<file path="src/rtl/bpu_pkg.sv">
// Shared branch-prediction types: history/tag widths used by the GHR unit,
// the gshare predictor and the backend branch unit.
package bpu_pkg;

    localparam int unsigned GHR_WIDTH  = 16;
    localparam int unsigned CKPT_DEPTH = 8;
    localparam int unsigned CKPT_ID_W  = $clog2(CKPT_DEPTH);

    typedef logic [GHR_WIDTH-1:0] ghr_t;
    typedef logic [CKPT_ID_W-1:0] ckpt_id_t;

    // Winning history action for one cycle, in priority order
    typedef enum logic [1:0] {
        GHU_IDLE,
        GHU_ADVANCE,
        GHU_REPAIR,
        GHU_FLUSH
    } ghu_action_e;

endpackage

</file>
<file path="src/rtl/ghr_ckpt_fifo.sv">
// In-order checkpoint FIFO holding pre-shift speculative history per in-flight
// branch; alloc at tail, retire at head, clear snaps both pointers together.
module ghr_ckpt_fifo #(
    parameter int unsigned W     = 16,
    parameter int unsigned DEPTH = 8,
    parameter int unsigned ID_W  = 3
) (
    input  logic            clk,
    input  logic            rst,
    input  logic            alloc_i,
    input  logic [W-1:0]    alloc_data_i,
    input  logic            retire_i,
    input  logic            clear_i,
    input  logic [ID_W-1:0] clear_ptr_i,
    output logic [ID_W-1:0] head_o,
    output logic [ID_W-1:0] tail_o,
    output logic [ID_W:0]   count_o,
    output logic            full_o,
    output logic [W-1:0]    head_data_o
);

    logic [W-1:0]    mem_q [DEPTH];
    logic [ID_W-1:0] head_q, head_d;
    logic [ID_W-1:0] tail_q, tail_d;
    logic [ID_W:0]   count_q, count_d;

    // Storage is deliberately left unreset; only valid entries are ever read
    always_ff @(posedge clk) begin
        if (alloc_i) begin
            mem_q[tail_q] <= alloc_data_i;
        end
    end

    always_comb begin
        head_d  = head_q;
        tail_d  = tail_q;
        count_d = count_q;
        if (clear_i) begin
            head_d  = clear_ptr_i;
            tail_d  = clear_ptr_i;
            count_d = '0;
        end else begin
            if (alloc_i) begin
                tail_d = tail_q + ID_W'(1);
            end
            if (retire_i) begin
                head_d = head_q + ID_W'(1);
            end
            count_d = count_q + (ID_W+1)'(alloc_i) - (ID_W+1)'(retire_i);
        end
    end

    always_ff @(posedge clk or posedge rst) begin
        if (rst) begin
            head_q  <= '0;
            tail_q  <= '0;
            count_q <= '0;
        end else begin
            head_q  <= head_d;
            tail_q  <= tail_d;
            count_q <= count_d;
        end
    end

    assign head_o      = head_q;
    assign tail_o      = tail_q;
    assign count_o     = count_q;
    assign full_o      = (count_q == (ID_W+1)'(DEPTH));
    assign head_data_o = mem_q[head_q];

endmodule

</file>
<file path="src/rtl/global_history_unit.sv">
// Speculative/committed global-history manager feeding the gshare predictor,
// with checkpoint-based repair on mispredict and full restore on flush.
module global_history_unit #(
    parameter int unsigned GHR_WIDTH  = bpu_pkg::GHR_WIDTH,
    parameter int unsigned CKPT_DEPTH = bpu_pkg::CKPT_DEPTH,
    parameter int unsigned CKPT_ID_W  = $clog2(CKPT_DEPTH)
) (
    input  logic                 clk,
    input  logic                 rst,
    input  logic                 predict_valid_i,
    input  logic                 predict_taken_i,
    output logic [GHR_WIDTH-1:0] ghr_o,
    output logic [CKPT_ID_W-1:0] ckpt_id_o,
    output logic                 ckpt_full_o,
    input  logic                 resolve_valid_i,
    input  logic [CKPT_ID_W-1:0] resolve_id_i,
    input  logic                 resolve_taken_i,
    input  logic                 resolve_mispredict_i,
    input  logic                 flush_i,
    output logic [GHR_WIDTH-1:0] committed_ghr_o,
    output logic                 protocol_err_o
);

    import bpu_pkg::*;

    logic [GHR_WIDTH-1:0] spec_q, spec_d;
    logic [GHR_WIDTH-1:0] arch_q, arch_d;
    logic                 err_q, err_d;

    logic [CKPT_ID_W-1:0] head, tail, clear_ptr;
    logic [CKPT_ID_W:0]   count;
    logic                 full;
    logic [GHR_WIDTH-1:0] head_snap;

    logic        res_bad, res_ok, pred_ok, pred_drop;
    ghu_action_e act;

    always_comb begin
        // A resolve in the branch's own fetch cycle sees count == 0 and is rejected
        res_bad   = resolve_valid_i && ((resolve_id_i != head) || (count == '0));
        res_ok    = resolve_valid_i && !res_bad;
        pred_ok   = 1'b0;
        pred_drop = 1'b0;
        act       = GHU_IDLE;
        if (flush_i) begin
            act = GHU_FLUSH;
        end else if (res_ok && resolve_mispredict_i) begin
            act = GHU_REPAIR;
        end else begin
            pred_ok   = predict_valid_i && !full;
            pred_drop = predict_valid_i && full;
            if (res_ok || pred_ok) begin
                act = GHU_ADVANCE;
            end
        end
    end

    always_comb begin
        spec_d    = spec_q;
        arch_d    = arch_q;
        err_d     = err_q || res_bad || pred_drop;
        clear_ptr = tail;
        unique case (act)
            GHU_FLUSH: begin
                spec_d = arch_q;
            end
            GHU_REPAIR: begin
                arch_d    = {arch_q[GHR_WIDTH-2:0], resolve_taken_i};
                spec_d    = {head_snap[GHR_WIDTH-2:0], resolve_taken_i};
                clear_ptr = head + CKPT_ID_W'(1);
            end
            GHU_ADVANCE: begin
                if (res_ok) begin
                    arch_d = {arch_q[GHR_WIDTH-2:0], resolve_taken_i};
                end
                if (pred_ok) begin
                    spec_d = {spec_q[GHR_WIDTH-2:0], predict_taken_i};
                end
            end
            default: ;
        endcase
    end

    always_ff @(posedge clk or posedge rst) begin
        if (rst) begin
            spec_q <= '0;
            arch_q <= '0;
            err_q  <= 1'b0;
        end else begin
            spec_q <= spec_d;
            arch_q <= arch_d;
            err_q  <= err_d;
        end
    end

    ghr_ckpt_fifo #(
        .W     (GHR_WIDTH),
        .DEPTH (CKPT_DEPTH),
        .ID_W  (CKPT_ID_W)
    ) u_fifo (
        .clk          (clk),
        .rst          (rst),
        .alloc_i      (pred_ok),
        .alloc_data_i (spec_q),
        .retire_i     (act == GHU_ADVANCE && res_ok),
        .clear_i      (act == GHU_FLUSH || act == GHU_REPAIR),
        .clear_ptr_i  (clear_ptr),
        .head_o       (head),
        .tail_o       (tail),
        .count_o      (count),
        .full_o       (full),
        .head_data_o  (head_snap)
    );

    assign ghr_o           = spec_q;
    assign committed_ghr_o = arch_q;
    assign protocol_err_o  = err_q;
    assign ckpt_id_o       = tail;
    assign ckpt_full_o     = full;

endmodule

</file>
<file path="config.mk">
export PLATFORM = sky130hd
export DESIGN_NAME = global_history_unit
export DESIGN_NICKNAME = d
export VERILOG_FILES = /design/src/rtl/bpu_pkg.sv /design/src/rtl/ghr_ckpt_fifo.sv /design/src/rtl/global_history_unit.sv
export SDC_FILE = /design/constraint.sdc
export NUM_CORES = 1
export LEC_CHECK = 0
export BUFFER_PORTS_ARGS = -buffer_cell sky130_fd_sc_hd__buf_2
export CORE_ASPECT_RATIO = 2
export CORE_MARGIN = 2
export CORE_UTILIZATION = 30
export DETAILED_ROUTE_END_ITERATION = 8
export PLACE_DENSITY = 0.51
export SYNTH_ARGS = -nofsm -noshare
export SYNTH_HDL_FRONTEND = slang
export SYNTH_SLANG_ARGS = --single-unit
</file>
<file path="constraint.sdc">
create_clock -name clk -period 8 [get_ports clk]
set_input_delay 1.6 -clock clk [delete_from_list [all_inputs] [get_ports clk]]
set_output_delay 1.6 -clock clk [all_outputs]
set_load 0.005 [all_outputs]
</file>
# Word-level counts from Yosys, hierarchy flattened

Memory sizes are Yosys's and may differ from the RTL's.
Index checks and enable logic that the tools add are counted.

Add/subtract/negate cells: 4
$mul: 0
Div/mod/pow operators: 0
Magnitude comparators: 0
Equality and inequality tests: 7
Shifts and indexed selects: 0
Multiplexer cells: 19
Bitwise operators: 0
Reductions and logical operators: 20

Operators by type and width:

| cell                                                 | count |
|---|---|
| one-hot mux 16 bit (3 select lines)                  | 1 |
| 2-to-1 mux 16 bit                                    | 2 |
| one-hot mux 16 bit (2 select lines)                  | 1 |
| 2-to-1 mux 3 bit                                     | 5 |
| 2-to-1 mux 1 bit                                     | 7 |
| adder 3 x 1 -> 3 bit (second input constant)         | 2 |
| logical AND 1 bit                                    | 6 |
| nonzero test 2 bit                                   | 3 |
| logical OR 1 bit                                     | 5 |
| adder 4 x 1 -> 4 bit                                 | 1 |
| equality test 2 bit (second input constant)          | 2 |
| equality test 4 bit (second input constant)          | 1 |
| logical NOT 4 bit                                    | 1 |
| 2-to-1 mux 2 bit                                     | 2 |
| 2-to-1 mux 4 bit                                     | 1 |
| AND reduction 2 bit                                  | 2 |
| subtractor 4 x 1 -> 4 bit                            | 1 |
| != test 3 bit                                        | 1 |
| nonzero test 3 bit                                   | 1 |
| equality test 2 x 1 -> 1 bit (second input constant) | 1 |
| logical NOT 1 bit                                    | 2 |
| != test 2 x 1 -> 1 bit (second input constant)       | 1 |
| != test 2 bit (second input constant)                | 1 |

Register bits: 43
Latch bits: 0
Memory bits (writable): 128
ROM bits: 0
Output and inout port bits: 37
Logic and storage cells: 57
Memories kept: 1

Memory list:

| memory       | depth | width | rd ports | clocked after memory_dff | write ports | line                | RTL |
|---|---|---|---|---|---|---|---|
| u_fifo.mem_q | 8     | 16    | 1        | 0                        | 1           | ghr_ckpt_fifo.sv:22 | `logic [W-1:0] mem_q [DEPTH];` |

# Longest topological paths before layout

Gate-level depths: netlist (run 1).

Depth in word-level cells: 13
Gate-level depth with buffers: 16
Mapped depth without buffers: 16

# Hierarchy

Synthesis (run 1) repeated with hierarchy kept, for this count alone.

Cell total of the unflattened synthesis: 410
Area, all modules: 7413.4 um2

Modules (own cells, without submodules):

| module              | instances | cells an instance | area an instance (um2) | seq. area each (um2) |
|---|---|---|---|---|
| ghr_ckpt_fifo       | 1         | 254               | 5539.1                 | 4093.9 |
| global_history_unit | 1         | 156               | 1874.3                 | 825.8 |

# Worst setup path before layout (run 1)

OpenSTA, ideal clock, no wires.

Path kind: input to register
Start point: input resolve_id_i[2]
End point: memory u_fifo.mem_q[0][0], enable pin
Setup time: 0.426 ns
Arrival time: 4.036 ns
Data required time: 7.574 ns
Setup slack: 3.538 ns
Stages on the path: 6
Path buffers: 1
Cell sequence: xor2_1 a2111oi_4 a31oi_1 buf_2 nand2_1 nor4_1

Longest elaborated chain between the ends: 10

Ends and longest elaborated chain:

| what                                   | line                      | RTL |
|---|---|---|
| from (decl)                            | global_history_unit.sv:16 | `input logic [CKPT_ID_W-1:0] resolve_id_i,` |
| != test 3 bit                          | global_history_unit.sv:40 | `res_bad = resolve_valid_i && ((resolve_id_i != head) \|\| (count == '0));` |
| logical OR 1 bit                       | global_history_unit.sv:40 |  |
| logical AND 1 bit                      | global_history_unit.sv:40 |  |
| logical NOT 1 bit                      | global_history_unit.sv:41 | `res_ok = resolve_valid_i && !res_bad;` |
| logical AND 1 bit                      | global_history_unit.sv:41 |  |
| logical AND 1 bit                      | global_history_unit.sv:47 | `end else if (res_ok && resolve_mispredict_i) begin` |
| 2-to-1 mux 1 bit                       | global_history_unit.sv:47 |  |
| 2-to-1 mux 1 bit                       | global_history_unit.sv:45 | `if (flush_i) begin` |
| 2-to-1 mux 1 bit                       | ghr_ckpt_fifo.sv:29       | `if (alloc_i) begin` |
| 2-to-1 mux 1 bit (not written as such) | ghr_ckpt_fifo.sv:30       | `mem_q[tail_q] <= alloc_data_i;` |
| to (decl)                              | ghr_ckpt_fifo.sv:22       |  |

No other way between the ends.

# Worst setup path after layout (run 1)

Start point: input resolve_id_i[2]
End point: register arch_q[14], in the netlist committed_ghr_o[14]

Longest elaborated chain between the ends: 12

Ends and longest elaborated chain:

| what                                                                 | line                      | RTL |
|---|---|---|
| != test 3 bit *                                                      | global_history_unit.sv:40 |  |
| logical OR 1 bit *                                                   | global_history_unit.sv:40 |  |
| logical AND 1 bit *                                                  | global_history_unit.sv:40 |  |
| logical NOT 1 bit *                                                  | global_history_unit.sv:41 |  |
| logical AND 1 bit *                                                  | global_history_unit.sv:41 |  |
| logical OR 1 bit                                                     | global_history_unit.sv:52 | `if (res_ok \|\| pred_ok) begin` |
| 2-to-1 mux 1 bit                                                     | global_history_unit.sv:52 |  |
| 2-to-1 mux 2 bit                                                     | global_history_unit.sv:47 |  |
| 2-to-1 mux 2 bit                                                     | global_history_unit.sv:45 |  |
| equality test 2 x 1 -> 1 bit or equality test 2 bit (tied branches)  | global_history_unit.sv:63 | `unique case (act)` |
| != test 2 bit (no source line) or nonzero test 2 bit (tied branches) | -                         |  |
| AND reduction 2 bit (no source line)                                 | -                         |  |
| to (signal assigned)                                                 | global_history_unit.sv:91 | `arch_q <= arch_d;` |
| to (decl)                                                            | global_history_unit.sv:27 | `logic [GHR_WIDTH-1:0] arch_q, arch_d;` |

Mark *: on every way between the ends. The rest lies on a longest branch, timed or not.
A chain may end at the register's enable or synchronous reset.

==> run summary, run 1 <==
Status -> finished, final reports clean
CTS buffer count -> 17
Die width -> 113 um
N_diodes -> 0
GRT Total Usage -> 14.9%
Library cells used by synthesis -> 50
Maximum vdd drop -> 0.000218 V
Least-Margin Pin Slew -> 981 ps
Vias/cell -> 5.16
Power Dens Cells -> 343 mW/mm^2
Share of cells above drive strength 1 -> 28.5%
Most frequent cells after synthesis -> edfxtp_1, dfrtp_1, mux4_2
Die Footprint -> 0.0249 mm^2
DR vias -> 4070
Initial DRT Pass Iterations -> 4
First-pass GRT wire length -> 27.1 mm
DR WL/cell -> 22.5 um
Core Util, Final -> 35.3%
Compound-gate portion of the synthesized area -> 8.91%
Sequential share of the synthesized area -> 66.1%
Core Rows -> 79
H-tree lvl count -> 4
Detailed-route wire length -> 17.7 mm
Total of warnings raised by yosys -> 0
Mux share of post-synthesis cell area -> 13.8%
Clk buf depth -> 2
Final nets -> 515
Die H -> 221 um
Top-count cell post-synth -> edfxtp_1
CP max-delay cell -> ha_1
Max Fclk -> 214 MHz
Largest family of logic cells by synthesized area -> multiplexers
EDFF count, synth -> 120
Crit path required time -> 8310 ps
Slew headroom -> 34.5%
Cell count after synthesis -> 437
Asr flop ratio synth -> 26.4%
Adder-Cell Fraction of Synth Area -> 2.23%
Final setup fails -> 0
# resized after CTS -> 0
GRT Residual Overflow -> 0
Crit start category -> input port
Largest net degree at the start of global routing -> 45
MaxCap Viol Count -> 0
Cell taking the most area after synthesis -> edfxtp_1
Final Cycle Share -> 58.5%
CP Cell Sequence -> buf_2 > xor2_1 > a2111oi_4 > nand2_1 > a21oi_1 > or2_2 > ha_1 > inv_1 > a21boi_4 > mux2_2
Area share of the largest cell type after synthesis -> 50.9%
Core box area -> 0.0232 mm^2
CTS tree -> done
Post-CTS Setup Inserts -> 0
Number of global-route vias before repair -> 4437
RSZ-0062 raised after global routing -> false
Syn nets -> 460
Iter 0 DRT Violations -> 246
Detailed Place HPWL -> 11.4 mm
Nature of the critical path endpoint -> flip-flop
Effective utilization at floorplan -> 30.5%
Clock latency on the worst-skew pair -> 430 ps
Buffers on Ports -> 47
Clock net sink count -> 163
Worst path buffer plus inverter count -> 2
Final ANT Viol Nets -> 0
Reg clk slew, reported paths -> 60 ps
Max incr delay on CP -> 740 ps
Crit-path leading delay family -> compound AO/OA/AOI/OAI gates
# IOs -> 48
Slew Viols, Final -> 0
Final hold violation count -> 0
Post-DP Area -> 0.00766 mm^2
Initial antenna violation count -> 0
Worst Skew -> 9.79 ps
Crit path DAT -> 4990 ps
Minimum clock period -> 4680 ps
Area grow syn2layout -> 15.9%
Clk root buf -> clkbuf_16
Hold buffers post-CTS -> 0
Setup CP Type -> in2reg
Netlist Area Pre-Place -> 0.00708 mm^2
Simple-gate portion of the synthesized area -> 5.16%
Hold crit path type -> reg2reg
Worst-path maximum fanout -> 24
Fill cells -> 2199
Area contributors post-synth -> edfxtp_1, dfrtp_1, mux4_2
Post-Synth XOR/XNOR Area -> 0.972%
Primary FF master, synth -> edfxtp_1
Residual DRC -> 0
Design Area, Final -> 0.00821 mm^2
RD Place Congestion -> 0.806
Synthesized flop and latch total -> 163
Setup_tns -> 0 ps
Syn_area_per_cell -> 16.2 um^2
Leak -> 3.12 nW
-- layout make-up --
class	instances	area, um^2	area share (%)
Clock buffer	24	462	5.63
Clock inverter	8	87.6	1.07
Inverter	15	56.3	0.686
Multi-Input combinational cell	234	2220	27.1
Sequential cell	163	4680	57.0
Tap cell	283	354	4.32
Timing Repair Buffer	61	340	4.15
-- per-layer routing --
layer	up-vias	part of all wire (%)	track usage (%)
met1	2112	37	16.1
li1	1805	-	-
met5	-	0	0
met2	118	56	26.6
met4	0	3.8	7.63
met3	35	3.8	3.37
-- stage by stage --
step                      hold slack, ps  power (mW)  instances  worst slack [ps]
after floorplan                      473        1.76        437              3540
after global placement               465        2.05        756              3040
after detailed placement             469        2.07        756              2910
after CTS                            483        2.85        788              3380
after global routing                 515        2.96        788              3130
final                                482        2.81        788              3320
-- power breakdown --
part / internal, mW / leakage, nW / switching [mW]
sequential: 1.11 / 1.65 / 0.179
combinational: 0.344 / 1.20 / 0.399
clock: 0.463 / 0.271 / 0.315
total: 1.92 / 3.12 / 0.893
-- cell families after synthesis --
| kind of cell | Yosys count |
|---|---|
| AOI/OAI and AO/OA | 81 |
| xor gates and xnor gates | 7 |
| adders and majority gates | 12 |
| buffers and inverters | 40 |
| DFF | 163 |
| muxes | 63 |
| and+or+nand+nor | 71 |
-- state kept, by name (all words and copies together), names as in the netlist --
register,count
ghr_o,16
u_fifo.count_o,4
protocol_err_o,1
u_fifo.mem_q,120
u_fifo.tail_o,3
u_fifo.head_o,3
committed_ghr_o,16
-- final timing paths --
check                                 startpoint                  end  slack, ps  cells after the start
worst max register to register  u_fifo.head_o[0]  committed_ghr_o[14]       3620                     10
max in group asynchronous                    rst     u_fifo.head_o[0]       5950                      2
worst min-delay path              protocol_err_o       protocol_err_o        480                      1
worst max-delay path             resolve_id_i[2]  committed_ghr_o[14]       3320                     10
min in group asynchronous                    rst     u_fifo.head_o[0]       1400                      2
worst min register to register    protocol_err_o       protocol_err_o        480                      1
-- cells in the final DEF, fill, tap and decap left out, types with 11 or more instances in the layout --
cell type  netlist  final
a21oi_1         13     13
nor2_1          13     13
inv_1           14     13
edfxtp_1       120    120
mux2_2          13     13
dfrtp_1         43     42
nand2_1         17     17
nor2b_1         18     18
clkbuf_16        0     17
buf_2            7     47
mux4_2          21     21
ha_1            11     11
buf_4            5     14
mux2i_1         18     18
Power figures use the tool's default switching activity.
==> run 2, diff against run 1 <==
Clock period 8 ns to 4.7 ns, I/O delays scaled along.
==> run 2 against run 1 <==
Wire length down 0.76%. Final cell count up 0.38%. Clock skew down 3.2 ps. Sequential cell count unchanged.
==> run summary, run 2 (synthesis gave the netlist of run 1 again) <==
Status -> finished, final reports clean
CTS buffer count -> 17 (unchanged)
Initial DRT Pass Iterations -> 5 (+1)
RD Place Congestion -> 0.791 (-1.8%)
First-pass GRT wire length -> 27.0 mm (-0.46%)
Hold buffers post-CTS -> 0 (unchanged)
Clk root buf -> clkbuf_16
Die width -> 113 um (unchanged)
MaxCap Viol Count -> 0 (unchanged)
Routed wire length on met2 -> 9.65 mm (-2.0%)
Hold Path Stages -> 1 (unchanged)
Slew Viols, Final -> 0 (unchanged)
Area grow syn2layout -> 17.2%
Commonest cells after routing, fill and taps aside -> edfxtp_1, buf_2, dfrtp_1
Final Cycle Share -> 78.2%
Top Metal Used -> met4
Biggest register -> u_fifo.mem_q
Max reg flops -> 120 (unchanged)
CP Cell Sequence -> buf_2 > xor2_1 > a2111oi_4 > nand2_1 > a21oi_1 > or2_2 > ha_1 > nand3_2 > inv_1 > ha_1 > inv_1 > ha_1 > a21o_1 > a21oi_1 > xnor2_1 > nor2_1
Clk buf depth -> 2 (unchanged)
HP Start -> protocol_err_o
# resized after CTS -> 0 (unchanged)
Detailed-route wire length -> 17.6 mm (-0.76%)
Clock latency on the worst-skew pair -> 440 ps (about the same)
Final WS setup -> 1020 ps (-2300 ps)
GRT Residual Overflow -> 0 (unchanged)
GRT Total Usage -> 14.9% (+0.027 points)
Crit path required time -> 5020 ps (-3290 ps)
Reg clk slew, reported paths -> 60 ps (about the same)
Slew headroom -> 33.8% (-0.65 points)
Final nets -> 518 (+0.58%)
Detailed Place HPWL -> 11.4 mm (-0.13%)
Worst path buffer plus inverter count -> 3 (+1)
Leak -> 3.18 nW (+1.7%)
Reg-to-reg startpoint -> u_fifo.count_o[2]
Hold crit path type -> reg2reg
Hold Path Sink -> protocol_err_o
Share of cells above drive strength 1 -> 29.7% (+1.2 points)
Least-Margin Pin Slew -> 990 ps (+9.12 ps)
CTS tree -> done
Initial antenna violation count -> 0 (unchanged)
N_diodes -> 0 (unchanged)
Worst Skew -> 6.63 ps (-3.17 ps)
Routed length on met3 -> 609 um (-9.6%)
Crit start category -> input port
Max incr delay on CP -> 470 ps (-270 ps)
Nature of the critical path endpoint -> flip-flop
Power Dens Cells -> 594 mW/mm^2 (+73%)
Buffers on Ports -> 47 (unchanged)
Worst-path maximum fanout -> 14 (-42%)
Minimum clock period -> 3680 ps
Max Fclk -> 272 MHz
Final ANT Viol Nets -> 0 (unchanged)
Iter 0 DRT Violations -> 240 (-2.4%)
Effective utilization at floorplan -> 30.5% (unchanged)
Crit-path most repeated cell -> ha_1
DR WL/cell -> 22.2 um (-1.1%)
M1 WL -> 6.83 mm (+4.6%)
Final hold violation count -> 0 (unchanged)
Post-CTS Setup Inserts -> 0 (unchanged)
Die Footprint -> 0.0249 mm^2 (unchanged)
Commonest non-fill, non-tap cell in the layout -> edfxtp_1
Final setup fails -> 0 (unchanged)
DR vias -> 4110 (+0.98%)
RSZ-0062 raised after global routing -> false
Setup CP Type -> in2reg
Core Rows -> 79 (unchanged)
Clock net sink count -> 163 (unchanged)
DP Worst Slack -> 564 ps (-2350 ps)
Crit-path leading delay family -> compound AO/OA/AOI/OAI gates
R2r setup slk -> 1190 ps (-2430 ps)
Setup_tns -> 0 ps (unchanged)
H-tree lvl count -> 4 (unchanged)
Vias/cell -> 5.20 (+0.60%)
Residual DRC -> 0 (unchanged)
Largest net degree at the start of global routing -> 44 (-2.2%)
Fill cells -> 2172 (-1.2%)
Number of global-route vias before repair -> 4355 (-1.8%)
Worst r2r path cells -> 16 (+6)
Crit path DAT -> 4000 ps (-990 ps)
Maximum vdd drop -> 0.000390 V (+79%)
Core box area -> 0.0232 mm^2 (unchanged)
Die H -> 221 um (unchanged)
Reg2Reg Capture Point -> u_fifo.count_o[3]
CP max-delay cell -> a2111oi_4
# IOs -> 48 (unchanged)
==> run 2: cell count changes in the layout (fill, tap and decap cells not counted) <==
cell / before / now
clkbuf_1: 6 / 1
buf_4: 14 / 17
bufinv_16: 2 / 5
clkinv_2: 4 / 6
clkbuf_8: 1 / 0
clkinv_1: 2 / 3
==> run 2: cell type report <==
type,count,area (um^2),area share (%)
clock buffer,18,429,5.17
clock inverter,14,191,2.31
inverter,15,56.3,0.678
multi-input combinational,234,2220,26.8
sequential,163,4680,56.4
tap,283,354,4.27
timing repair buffer,64,363,4.37
==> run 2: how the worst max path moves through the flow <==
stage	from	end	slack (ps)	cells past startpoint
floorplan	resolve_id_i[2]	u_fifo.mem_q[0][0]	900	6
finish	resolve_id_i[2]	u_fifo.count_o[3]	1020	16
detailed placement	resolve_id_i[2]	u_fifo.count_o[3]	560	16
global placement	resolve_id_i[2]	u_fifo.count_o[3]	690	16
global route	resolve_id_i[2]	u_fifo.count_o[1]	780	14
CTS	resolve_id_i[2]	u_fifo.count_o[3]	1030	16
==> run 2: report_power, final <==
| part | switching [mW] | internal (mW) | leakage (nW) |
|---|---|---|---|
| clock | 0.543 | 0.929 | 0.310 |
| sequential | 0.304 | 1.89 | 1.65 |
| combinational | 0.674 | 0.588 | 1.21 |
==> run 2: worst reg2reg max path, delay by kind of cell, from the launching register on <==
family,cells,cell delay (ps)
AO/OA/AOI/OAI,4,990
XOR/XNOR,1,150
AND/OR/NAND/NOR,4,570
flip-flops,1,330
buffers and inverters,3,240
adder cells (fa/ha/maj),4,1120
==> run 2: routing by layer <==
metal,vias to the layer above,GRT usage (%)
met1,2164,16.6
met3,31,3.31
met5,-,0
met2,103,26.4
met4,0,7.20
li1,1812,-
==> run 2: metrics by stage <==
step / hold slack (ps) / instance area [um^2] / std cells / total power [mW] / utilization, %
finish: 474 / 8300 / 791 / 4.93 / 35.7
global route: 511 / 8300 / 791 / 5.19 / 35.7
CTS: 479 / 8300 / 791 / 5.02 / 35.7
detailed placement: 465 / 7680 / 759 / 3.53 / 33.1
global placement: 458 / 7680 / 759 / 3.49 / 33.1
floorplan: 473 / 7080 / 437 / 3.00 / -
==> run 3, diff against run 2 <==
Settings changed: PLACE_DENSITY 0.51 to 0.53.
Clock period 4.7 ns to 3.28 ns, I/O delays scaled along.
==> run 3 against run 2 <==
Core utilization up 0.64 points. Global-route usage up 0.19 points. Sequential power up 44%. Wire length up 2.2%. Clock skew up 3.5 ps. Final cell count up 2.5%. Critical path depth down 1. Design area up 1.8%. Hold slack worse by 230 ps. Count of clock-buffer cells in the layout up 1.
==> run summary, run 3 (synthesis gave the netlist of run 1 again) <==
First-pass GRT wire length -> 27.7 mm (+2.6%)
Core box area -> 0.0232 mm^2 (unchanged)
Setup_tns -> 0 ps (unchanged)
Final hold violation count -> 0 (unchanged)
Detailed-route wire length -> 18.0 mm (+2.2%)
Iter 0 DRT Violations -> 285 (+19%)
R2r setup slk -> 170 ps (-1020 ps)
CTS buffer count -> 17 (unchanged)
Reg2Reg Capture Point -> u_fifo.count_o[2]
Post-Layout Cell Count -> 811 (+2.5%)
GRT Total Usage -> 15.1% (+0.19 points)
N_diodes -> 0 (unchanged)
Initial DRT Pass Iterations -> 4 (-1)
Status -> finished, final reports clean
Max reg flops -> 120 (unchanged)
DR vias -> 4149 (+0.95%)
Initial antenna violation count -> 0 (unchanged)
Slew Viols, Final -> 0 (unchanged)
Effective utilization at floorplan -> 30.5% (unchanged)
Core Rows -> 79 (unchanged)
Hold crit path type -> in2async
Vias/cell -> 5.12 (-1.5%)
Power Dens Cells -> 821 mW/mm^2 (+38%)
Least-Margin Pin Slew -> 813 ps (-178 ps)
Minimum clock period -> 3110 ps
Final nets -> 538 (+3.9%)
DP Worst Slack -> -202 ps (-766 ps)
Hold buffers post-CTS -> 0 (unchanged)
# IOs -> 48 (unchanged)
Detailed Place HPWL -> 11.7 mm (+3.0%)
Crit start category -> flip-flop
Leak -> 3.25 nW (+2.2%)
Clk buf depth -> 2 (unchanged)
Crit-path leading delay family -> adder cells
Biggest register -> u_fifo.mem_q
Inst Count DP -> 779 (+2.6%)
Buffers on Ports -> 47 (unchanged)
Worst-path maximum fanout -> 5 (-9)
Share of cells above drive strength 1 -> 33.3% (+3.6 points)
Worst Skew -> 10.1 ps (+3.45 ps)
H-tree lvl count -> 4 (unchanged)
Max incr delay on CP -> 410 ps (-60 ps)
Final setup fails -> 0 (unchanged)
Setup CP Type -> reg2reg
Design Area, Final -> 0.00845 mm^2 (+1.8%)
CP Cell Sequence -> inv_1 > ha_1 > a2111o_1 > nor2_1 > a21oi_1 > or2_2 > ha_2 > nand3_2 > inv_1 > ha_1 > inv_1 > ha_1 > fa_1 > xnor2_1 > nor2_1
Final ANT Viol Nets -> 0 (unchanged)
Commonest cells after routing, fill and taps aside -> edfxtp_1, buf_2, dfrtp_1
RSZ-0062 raised after global routing -> false
Maximum vdd drop -> 0.000844 V (+120%)
Post-DP Area -> 0.00788 mm^2 (+2.6%)
Core Util, Final -> 36.4% (+0.64 points)
Max Fclk -> 322 MHz
Die H -> 221 um (unchanged)
Largest net degree at the start of global routing -> 44 (unchanged)
Crit path required time -> 3610 ps (-1410 ps)
Commonest non-fill, non-tap cell in the layout -> edfxtp_1
GRT Residual Overflow -> 0 (unchanged)
CTS tree -> done
Worst r2r path cells -> 15 (-1)
Reg clk slew, reported paths -> 60 ps (about the same)
MaxCap Viol Count -> 0 (unchanged)
Final WS setup -> 174 ps (-849 ps)
DR WL/cell -> 22.2 um (-0.29%)
Nature of the critical path endpoint -> flip-flop
Area grow syn2layout -> 19.3%
CP max-delay cell -> a2111o_1
Reg-to-reg startpoint -> u_fifo.count_o[2]
CP Depth -> 15 (-1)
Clock net sink count -> 163 (unchanged)
Clk root buf -> clkbuf_16
Final Cycle Share -> 94.7%
Die Footprint -> 0.0249 mm^2 (unchanged)
Worst path buffer plus inverter count -> 3 (unchanged)
Number of global-route vias before repair -> 4599 (+5.6%)
Residual DRC -> 0 (unchanged)
Clock latency on the worst-skew pair -> 440 ps (about the same)
Slew headroom -> 45.8% (+12 points)
Die width -> 113 um (unchanged)
RD Place Congestion -> 0.785 (-0.78%)
Crit path DAT -> 3440 ps (-560 ps)
-- run 3: cell count changes in the layout (fill, tap and decap cells not counted), sizes merged --
cell / previous run / this run
bufinv: 5 / 1
buf: 64 / 84
clkinvlp: 0 / 5
clkbuf: 18 / 19
clkinv: 9 / 6
inv: 15 / 16
-- run 3: cell type report --
| type | instances | area (um^2) |
|---|---|---|
| clock buffers | 19 | 454 |
| repair buffers | 84 | 551 |
| inverters | 15 | 56.3 |
| clock inverters | 13 | 110 |
| fillers | 2155 | 14800 |
| well taps | 283 | 354 |
| multi-input cells | 234 | 2240 |
| flip-flops and latches | 163 | 4680 |
-- run 3: report_power, final --
group / switching (mW) / internal, mW
logic: 0.966 / 0.903
registers: 0.448 / 2.71
clock network: 0.825 / 1.08
total: 2.24 / 4.70
-- run 3: timing repair --
| item | CTS | global route |
|---|---|---|
| buffers inserted | 0 | 0 |
| endpoints found under the setup margin | 1 | 6 |
| resized for setup | 1 | 2 |
-- run 3: metal layers --
layer	up-vias	global-route usage [%]	wire (um)
met3	20	3.18	625
met2	93	28.1	10300
met5	-	0	0
met1	2191	16.4	6700
li1	1845	-	-
met4	0	5.63	359
-- run 3: worst max path at each step --
stage / endpoint / start / slack, ps
after floorplan: u_fifo.count_o[2] / resolve_id_i[2] / 40
after global placement: u_fifo.count_o[2] / resolve_id_i[2] / -120
after detailed placement: u_fifo.count_o[2] / resolve_id_i[2] / -200
after CTS: u_fifo.count_o[2] / u_fifo.count_o[2] / 50
after global routing: u_fifo.count_o[2] / u_fifo.count_o[2] / 6
final: u_fifo.count_o[2] / u_fifo.count_o[2] / 170
-- run 3: worst reg2reg max path, cell delays in order (launching register included) --
cell and delay [ps]:
dfrtp_1 330, inv_1 60, ha_1 270, a2111o_1 410, nor2_1 110, a21oi_1 70
or2_2 280, ha_2 220, nand3_2 80, inv_1 50, ha_1 260, inv_1 40
ha_1 210, fa_1 390, xnor2_1 170, nor2_1 60
-- run 3: through the flow --
stage	power (mW)	hold slack, ps
floorplan	4.30	473
global placement	5.06	457
detailed placement	5.12	472
CTS	7.03	242
global route	7.27	256
finish	6.93	245
